<file path="config.mk">
export PLATFORM = sky130hd
export DESIGN_NAME = rf_write_arbiter
export DESIGN_NICKNAME = d
export VERILOG_FILES = /design/src/rtl/rf_write_arbiter.sv
export SDC_FILE = /design/constraint.sdc
export NUM_CORES = 1
export LEC_CHECK = 0
export CORE_MARGIN = 4
export CORE_UTILIZATION = 35
export DETAILED_ROUTE_END_ITERATION = 8
export DONT_BUFFER_PORTS = 1
export PLACE_DENSITY = 0.47
export SKIP_LAST_GASP = 1
export SLEW_MARGIN = 10
export SYNTH_ARGS = -nofsm -noshare
export SYNTH_HDL_FRONTEND = slang
export SYNTH_SLANG_ARGS = --single-unit
export TNS_END_PERCENT = 5
</file>
<file path="constraint.sdc">
create_clock -name clk -period 3.7 [get_ports clk]
set_clock_uncertainty 0.2 [all_clocks]
set_input_delay 0.74 -clock clk [delete_from_list [all_inputs] [get_ports clk]]
set_output_delay 0.74 -clock clk [all_outputs]
set_load 0.02 [all_outputs]
</file>
<file path="src/rtl/rf_write_arbiter.sv">
// rf_write_arbiter
// Shares the single register-file write port between the in-order pipeline
// writeback and an auxiliary long-latency unit. Auxiliary results wait in a
// small in-order queue and drain into cycles the pipeline leaves free.
// Generates a RAW stall toward ID and a one-cycle starvation stall toward WB.
module rf_write_arbiter #(
  parameter int unsigned DEPTH        = 2,
  parameter int unsigned STARVE_LIMIT = 4
) (
  input  logic                    clk,
  input  logic                    rst_n,
  input  logic                    pipe_we,
  input  logic [4:0]              pipe_addr,
  input  logic [31:0]             pipe_data,
  input  logic                    aux_valid,
  output logic                    aux_ready,
  input  logic [4:0]              aux_addr,
  input  logic [31:0]             aux_data,
  input  logic [4:0]              rs_addr,
  input  logic [4:0]              rt_addr,
  output logic                    raw_stall,
  output logic                    pipe_stall,
  output logic [4:0]              wd_addr,
  output logic [31:0]             wd_data,
  output logic                    rd_w_enable,
  output logic [$clog2(DEPTH):0]  fifo_count
);

  localparam int unsigned PW = $clog2(DEPTH);
  localparam logic [PW:0] DEPTH_W = (PW+1)'(DEPTH);
  localparam logic [3:0]  LIMIT_W = 4'(STARVE_LIMIT);

  typedef enum logic [1:0] {
    SRC_NONE,
    SRC_PIPE,
    SRC_QUEUE
  } src_e;

  // Queue storage; an entry is live only while its valid bit is set.
  logic [4:0]       q_addr [DEPTH];
  logic [31:0]      q_data [DEPTH];
  logic [DEPTH-1:0] q_valid;
  logic [PW-1:0]    head;
  logic [PW-1:0]    tail;
  logic [PW:0]      count;
  logic [3:0]       starve_cnt;

  logic             head_occ;
  logic             head_valid;
  logic             pipe_req;
  logic             push;
  logic             pop;
  src_e             src;
  logic [3:0]       starve_nxt;
  logic             starve_hit;

  assign fifo_count = count;
  assign aux_ready  = (count < DEPTH_W);

  // Write-port arbitration: stolen slot, then pipeline, then queue head.
  always_comb begin
    head_occ   = (count != '0);
    head_valid = head_occ && q_valid[head];
    // pipe_we is ignored during a stolen slot (pipeline is re-presenting)
    // and while reset is held so the strobe stays low.
    pipe_req   = rst_n && !pipe_stall && pipe_we && (pipe_addr != '0);
    src        = SRC_NONE;
    if (pipe_stall && head_valid) begin
      src = SRC_QUEUE;
    end else if (pipe_req) begin
      src = SRC_PIPE;
    end else if (head_valid) begin
      src = SRC_QUEUE;
    end
    // A squashed head leaves silently even when the pipeline owns the port.
    pop  = head_occ && ((src == SRC_QUEUE) || !q_valid[head]);
    push = aux_valid && aux_ready && (aux_addr != '0);
  end

  // Drive the register-file port from the granted source.
  always_comb begin
    rd_w_enable = 1'b0;
    wd_addr     = '0;
    wd_data     = '0;
    case (src)
      SRC_PIPE: begin
        rd_w_enable = 1'b1;
        wd_addr     = pipe_addr;
        wd_data     = pipe_data;
      end
      SRC_QUEUE: begin
        rd_w_enable = 1'b1;
        wd_addr     = q_addr[head];
        wd_data     = q_data[head];
      end
      default: begin
        rd_w_enable = 1'b0;
      end
    endcase
  end

  // RAW detect against valid resident entries only.
  always_comb begin
    raw_stall = 1'b0;
    for (int unsigned i = 0; i < DEPTH; i++) begin
      if (q_valid[i] && (rs_addr != '0) && (q_addr[i] == rs_addr)) begin
        raw_stall = 1'b1;
      end
      if (q_valid[i] && (rt_addr != '0) && (q_addr[i] == rt_addr)) begin
        raw_stall = 1'b1;
      end
    end
  end

  // Next starvation count: cleared by a head grant, bumped when the
  // pipeline wins while a valid head is waiting.
  always_comb begin
    starve_nxt = starve_cnt;
    if (src == SRC_QUEUE) begin
      starve_nxt = '0;
    end else if ((src == SRC_PIPE) && head_valid) begin
      starve_nxt = starve_cnt + 4'd1;
    end
    starve_hit = (starve_nxt == LIMIT_W);
  end

  // Starvation counter and the one-cycle stolen-slot request.
  always_ff @(posedge clk or negedge rst_n) begin
    if (!rst_n) begin
      starve_cnt <= '0;
      pipe_stall <= 1'b0;
    end else begin
      pipe_stall <= starve_hit;
      starve_cnt <= starve_hit ? 4'd0 : starve_nxt;
    end
  end

  // Payload storage; liveness is tracked separately by q_valid.
  always_ff @(posedge clk) begin
    if (push) begin
      q_addr[tail] <= aux_addr;
      q_data[tail] <= aux_data;
    end
  end

  // Pointers, occupancy and valid bits. The WAW squash only touches entries
  // already valid, so the slot being pushed this cycle is never cleared.
  always_ff @(posedge clk or negedge rst_n) begin
    if (!rst_n) begin
      head    <= '0;
      tail    <= '0;
      count   <= '0;
      q_valid <= '0;
    end else begin
      if (src == SRC_PIPE) begin
        for (int unsigned i = 0; i < DEPTH; i++) begin
          if (q_valid[i] && (q_addr[i] == pipe_addr)) begin
            q_valid[i] <= 1'b0;
          end
        end
      end
      if (pop) begin
        q_valid[head] <= 1'b0;
        head          <= head + PW'(1);
      end
      if (push) begin
        q_valid[tail] <= 1'b1;
        tail          <= tail + PW'(1);
      end
      count <= count + (PW+1)'(push) - (PW+1)'(pop);
    end
  end

  // Occupancy never exceeds capacity and nothing is popped from an empty queue.
  a_count_bound : assert property (@(posedge clk) disable iff (!rst_n) count <= DEPTH_W);
  a_pop_nonempty : assert property (@(posedge clk) disable iff (!rst_n) pop |-> head_occ);

endmodule

</file>
---- After elaboration in Yosys (flattened, before gate mapping) ----
Memory sizes are Yosys's and may differ from the RTL's.
Index checks and enable logic that the tools add are counted.
operators by class
  add/subtract/negate cells ............... 5
  magnitude comparators ................... 5
  equality and inequality tests ........... 9
  multiplexer cells ....................... 26
  bitwise gates (word level) .............. 3
  reduce and logical (&&, ||, !) cells .... 30
operators with widths
  cell                 count
  $pmux 32 s2          1
  $eq 5x5->1           6
  $logic_and 1x1->1    21
  $reduce_bool 5->1    4
  $mux 1               13
  $mux 2               6
  $mux 4               3
  $pmux 5 s2           1
  $add 4x1->4 const B  1
  $eq 4x3->1 const B   1
  $lt 1x2->1 const B   2
  $add 1x1->1 const B  2
  $add 2x1->2          1
  $and 2x2->2          1
  $demux 1 s1          2
  $eq 2x1->1 const B   1
  $eq 2x2->1 const B   1
  $ge 1x1->1 const B   2
  $logic_not 1->1      2
  $lt 2x2->1 const B   1
  $not 2->2            1
  $or 2x2->2           1
  $reduce_bool 2->1    1
  $reduce_or 2->1      1
  other kinds (2)      2
word-level totals
  register bits after elaboration ......... 11
  RAM bits ................................ 74
  input port bits ......................... 88
  output and inout bits ................... 43
  logic and storage cells ................. 86
  memories kept ........................... 2
memories
  memory  words  width  rd ports  clocked after Yosys merged registers in  write ports  RTL line  text
  q_data  2      32     1         0                                        1            41        logic [31:0] q_data [DEPTH];
  q_addr  2      5      3         0                                        1            40        logic [4:0] q_addr [DEPTH];

---- Logic depth before layout (Yosys ltp) ----
  word-level depth ........................ 12
  gate-level depth with buffers ........... 10
  mapped depth without buffers ............ 9

---- Worst setup path before layout ----
Ideal clock, no wire load.
  kind .................................... input to output
  from .................................... input port pipe_addr[3]
  to ...................................... output port wd_addr[1]
  arrival time ............................ 2469 ps
  required time ........................... 2760 ps
  setup slack ............................. 291 ps
  stages on the path ...................... 9
  path buffers ............................ 2
  cells stage by stage .................... nor3_1 > a211oi_1 > nor3_1 > inv_1 > ha_1 > buf_1 > buf_1 > a22oi_1 > nor2_1
between the ends
  cells in the longest elaborated chain, start to end .. 6
  elaborated cells between the ends (all ways) .. 7
  those cells by class .................... 2 x eq/ne; 3 x mux; 2 x reduce/logical
RTL lines
  what                                             RTL line  text
  from (decl)                                      13        input logic [4:0] pipe_addr,
  $reduce_bool 5->1 *                              66        pipe_req = rst_n && !pipe_stall && pipe_we && (pipe_addr != '0);
  $logic_and 1x1->1 *                              66
  $mux 2 *                                         70        end else if (pipe_req) begin
  $mux 2 *                                         68        if (pipe_stall && head_valid) begin
  $eq 2x2->1 / $eq 2x1->1 (equally long branches)  85        case (src)
  $pmux 5 s2 *                                     85
  to (decl)                                        23        output logic [4:0] wd_addr,
Every way passes the cells marked *; elsewhere a longest branch is shown, timed or not.

---- Final worst setup path ----
Same ends and word-level chain as after synthesis.

==> impl_results.md <==
- Fillcell total: 1,089
- Sequential Area: 2500 sq um
- Post-synth net total: 408
- Number of global-route vias before repair: 2,723
- 1st-pass router iterations: 4
- Setup Fix Bufs, Post-CTS: 0
- Reported max-cap violation count: 0
- Maximum number of pins on one net before global-route repair: 41
- CTS tree: done
- Synth warnings: 0
- Standard-cell rows: 39
- Detail-routed net length per standard cell: 19.7 microns
- Later-pin clock latency in the skew report: 0.34 ns
- Weighted congestion at the end of routability-driven global placement: 0.788
- Actual slew at the worst max-slew pin: 1.00 ns
- Synthesized area per cell: 13.1 sq um
- Power Density: 768 nW/um^2
- Setup_tns: 0 ns
- Overall via count from detail_route: 2,610
- Required time at the worst-slack endpoint: 2.76 ns
- CTS max path bufs: 2
- Critical path fanouts, max: 18
- Max frequency: 0.303 GHz
- Hold/Removal Path Class: in -> reg
- Syn Inst Count: 316
- Startpoint kind of the worst setup timing path: primary input
- Crit share post-route: 89.1%
- Root buffer selected by CTS: sky130_fd_sc_hd__clkbuf_16
- Antenna violations before repair: 0
- DIE WIDTH: 117 microns
- Initial Utilization: 36.0%
- Syn-to-layout area delta: 19.1%
- Starting DRT DRC Count: 146
- Cell Area, Synth: 4140 sq um
- Number of ports placed on the die boundary: 131
- Clock period minus worst slack: 3.30 ns
- Post-route design area: 4930 sq um
- Finish-stage setup viols: 0
- Overall Global Routing Usage: 14.7%
- Overflow left after global routing: 0
- Crit. End Element: output pin
- Die Footprint: 13,600 sq um
- Fraction of layout instances using a drive strength above 1: 30.0%
- Antenna Nets Post-Route: 0
- Run status: completed
- Via density per instance: 5.19
- Layout Nets: 447
- Flip-flop and latch count after synthesis: 85
- Tightest slew margin relative to the limit: 33.1%
- Overall die height: 117 microns
- Lkg Pwr: 1.74 nW
- Critical path class: in -> out
- Area of the core region: 11,500 sq um
- Antenna cells: 0
- TritonCTS sink count: 85
- Wire length of the first global-routing pass: 14.9 mm
- Level count of the clock H-tree: 3
- Hold-fix buffer count after cts: 1
- Clock-pin slew of the registers on the worst-case setup and hold paths: 0.07 ns
- Final-report hold violation count: 0
- Peak VDD IR: 0.387 mV
- Total cell area at the placement stage: 4600 sq um
- RSZ-0062 raised after global routing: no
- Remaining DRCs: 0
- Number of buffers added by the clock tree synthesis step: 9
- PostCTS Resize Cnt: 0
- Post-synthesis sequential area ratio: 60.3%
- Total count of max-transition violations in the final report: 0
- Hpwl dp: 6.89 mm
- Worst hold margin: 0.288 ns
- Footprint of the multi-input gates: 1560 sq um
- Distinct cell type count of the synthesized netlist: 34
- Buffers added on ports: 0
- Drt total wl: 9.91 mm
- CP Data Arrival Time: 2.36 ns
area by class of cell:
class,count,share of cell area [%]
inverter,6,0.457
sequential,85,50.7
timing repair buffer,46,7.06
clock buffer,9,4.57
multi-input combinational,207,31.7
tap,143,3.63
clock inverter,7,1.90
cells by family (layout without fill, tap and decap cells):
logic type      after synthesis  count (layout)  share of synthesized area (%)
compound gates               49              49                           8.73
xor+xnor                     36              36                           7.62
fa+ha+maj                     4               4                           1.21
buf+inv                      24              68                           2.27
flops                        85              85                           60.3
mux                          39              39                           10.8
simple gates                 79              79                           9.01
synth_stat cells:
cell type / instances / area, sq um
sky130_fd_sc_hd__edfxtp_1: 74 / 2220
sky130_fd_sc_hd__nor2_1: 48 / 180
sky130_fd_sc_hd__a22oi_1: 37 / 278
sky130_fd_sc_hd__mux2_2: 37 / 417
sky130_fd_sc_hd__xnor2_1: 19 / 166
sky130_fd_sc_hd__xor2_1: 17 / 149
sky130_fd_sc_hd__clkbuf_1: 15 / 56.3
sky130_fd_sc_hd__dfrtp_1: 11 / 275
sky130_fd_sc_hd__nand3_1: 7 / 35.0
sky130_fd_sc_hd__inv_1: 6 / 22.5
sky130_fd_sc_hd__nor4_1: 6 / 37.5
sky130_fd_sc_hd__ha_1: 4 / 50.1
sky130_fd_sc_hd__nand2_1: 4 / 15.0
sky130_fd_sc_hd__nor3_1: 4 / 20.0
sky130_fd_sc_hd__o21ai_0: 3 / 15.0
sky130_fd_sc_hd__or4_1: 3 / 22.5
sky130_fd_sc_hd__a21oi_1: 2 / 10.0
sky130_fd_sc_hd__a31oi_1: 2 / 12.5
sky130_fd_sc_hd__buf_1: 2 / 7.51
sky130_fd_sc_hd__a211oi_1: 1 / 7.51
sky130_fd_sc_hd__a31o_2: 1 / 8.76
sky130_fd_sc_hd__and2_1: 1 / 6.26
sky130_fd_sc_hd__and3_1: 1 / 6.26
sky130_fd_sc_hd__buf_4: 1 / 7.51
sky130_fd_sc_hd__mux2i_1: 1 / 10.0
sky130_fd_sc_hd__mux2i_4: 1 / 22.5
sky130_fd_sc_hd__nand2b_1: 1 / 6.26
sky130_fd_sc_hd__nand4_1: 1 / 6.26
sky130_fd_sc_hd__nand4_2: 1 / 12.5
sky130_fd_sc_hd__nor2b_1: 1 / 6.26
sky130_fd_sc_hd__nor3b_4: 1 / 18.8
sky130_fd_sc_hd__o211ai_1: 1 / 7.51
sky130_fd_sc_hd__o22ai_1: 1 / 6.26
sky130_fd_sc_hd__o311ai_2: 1 / 16.3
worst max-delay path, stage by stage:
cell                       delay, ns
sky130_fd_sc_hd__nor3_1         0.23
sky130_fd_sc_hd__a211oi_1       0.16
sky130_fd_sc_hd__nor3_1         0.29
sky130_fd_sc_hd__inv_1          0.08
sky130_fd_sc_hd__ha_2           0.18
sky130_fd_sc_hd__buf_4          0.20
sky130_fd_sc_hd__a22oi_1        0.24
sky130_fd_sc_hd__nor2_1         0.07
sky130_fd_sc_hd__buf_4          0.16
registers in the layout, indices dropped and copies added, names as in the netlist:
register,flops
q_valid,2
tail,1
q_data,64
pipe_stall,1
fifo_count,2
q_addr,10
head,1
starve_cnt,4
metrics by stage:
step	setup slack, ns	util (%)	power [W]	cells
finish	0.404	42.8	0.00379	503
detailed placement	0.386	40.0	0.00289	486
floorplan	0.291	-	0.00245	316
CTS	0.381	42.8	0.00385	503
global route	0.211	42.8	0.00403	503
global placement	0.468	40.0	0.00287	486
worst paths after layout:
kind / start / endpoint / slack (ns) / depth (start not counted)
max in group asynchronous: rst_n / head$_DFFE_PN0P_ / 2.30 / 1
min in group asynchronous: rst_n / fifo_count[0]$_DFF_PN0_ / 0.61 / 1
worst min register to register: tail$_DFFE_PN0P_ / tail$_DFFE_PN0P_ / 0.38 / 1
worst min-delay path: aux_data[15] / q_data[0][15]$_DFFE_PP_ / 0.29 / 0
worst max register to register: pipe_stall$_DFF_PN0_ / pipe_stall$_DFF_PN0_ / 0.88 / 9
worst max-delay path: pipe_addr[3] / wd_addr[1] / 0.40 / 9
per-layer routing:
layer / GRT usage (%) / wire (microns) / up-vias
li1: - / - / 1260
met4: 3.29 / 97 / 0
met5: 0 / 0 / -
met2: 23.9 / 4760 / 83
met1: 17.9 / 4210 / 1256
met3: 6.94 / 846 / 11
layout by cell type, fill, tap and decap left out, types with 2 or more instances in the layout:
cell type / n
sky130_fd_sc_hd__a21oi_1: 2
sky130_fd_sc_hd__a31oi_1: 2
sky130_fd_sc_hd__xor2_1: 17
sky130_fd_sc_hd__buf_4: 45
sky130_fd_sc_hd__ha_1: 2
sky130_fd_sc_hd__nor4_1: 6
sky130_fd_sc_hd__nand3_1: 7
sky130_fd_sc_hd__mux2_2: 37
sky130_fd_sc_hd__clkbuf_16: 9
sky130_fd_sc_hd__nor2_1: 47
sky130_fd_sc_hd__edfxtp_1: 74
sky130_fd_sc_hd__a22oi_1: 37
sky130_fd_sc_hd__xnor2_1: 19
sky130_fd_sc_hd__nor3_1: 4
sky130_fd_sc_hd__nand2_1: 4
sky130_fd_sc_hd__or4_1: 3
sky130_fd_sc_hd__ha_2: 2
sky130_fd_sc_hd__dfrtp_1: 10
sky130_fd_sc_hd__inv_8: 2
sky130_fd_sc_hd__o21ai_0: 3
sky130_fd_sc_hd__inv_1: 6
power breakdown:
part | switching (W) | internal [W] | total, W
Combinational | 0.000831 | 0.000602 | 0.00143
Clock | 0.000401 | 0.000541 | 0.000942
Sequential | 0.000129 | 0.00128 | 0.00141
Total | 0.00136 | 0.00243 | 0.00379
(Power assumes the default switching activity.)
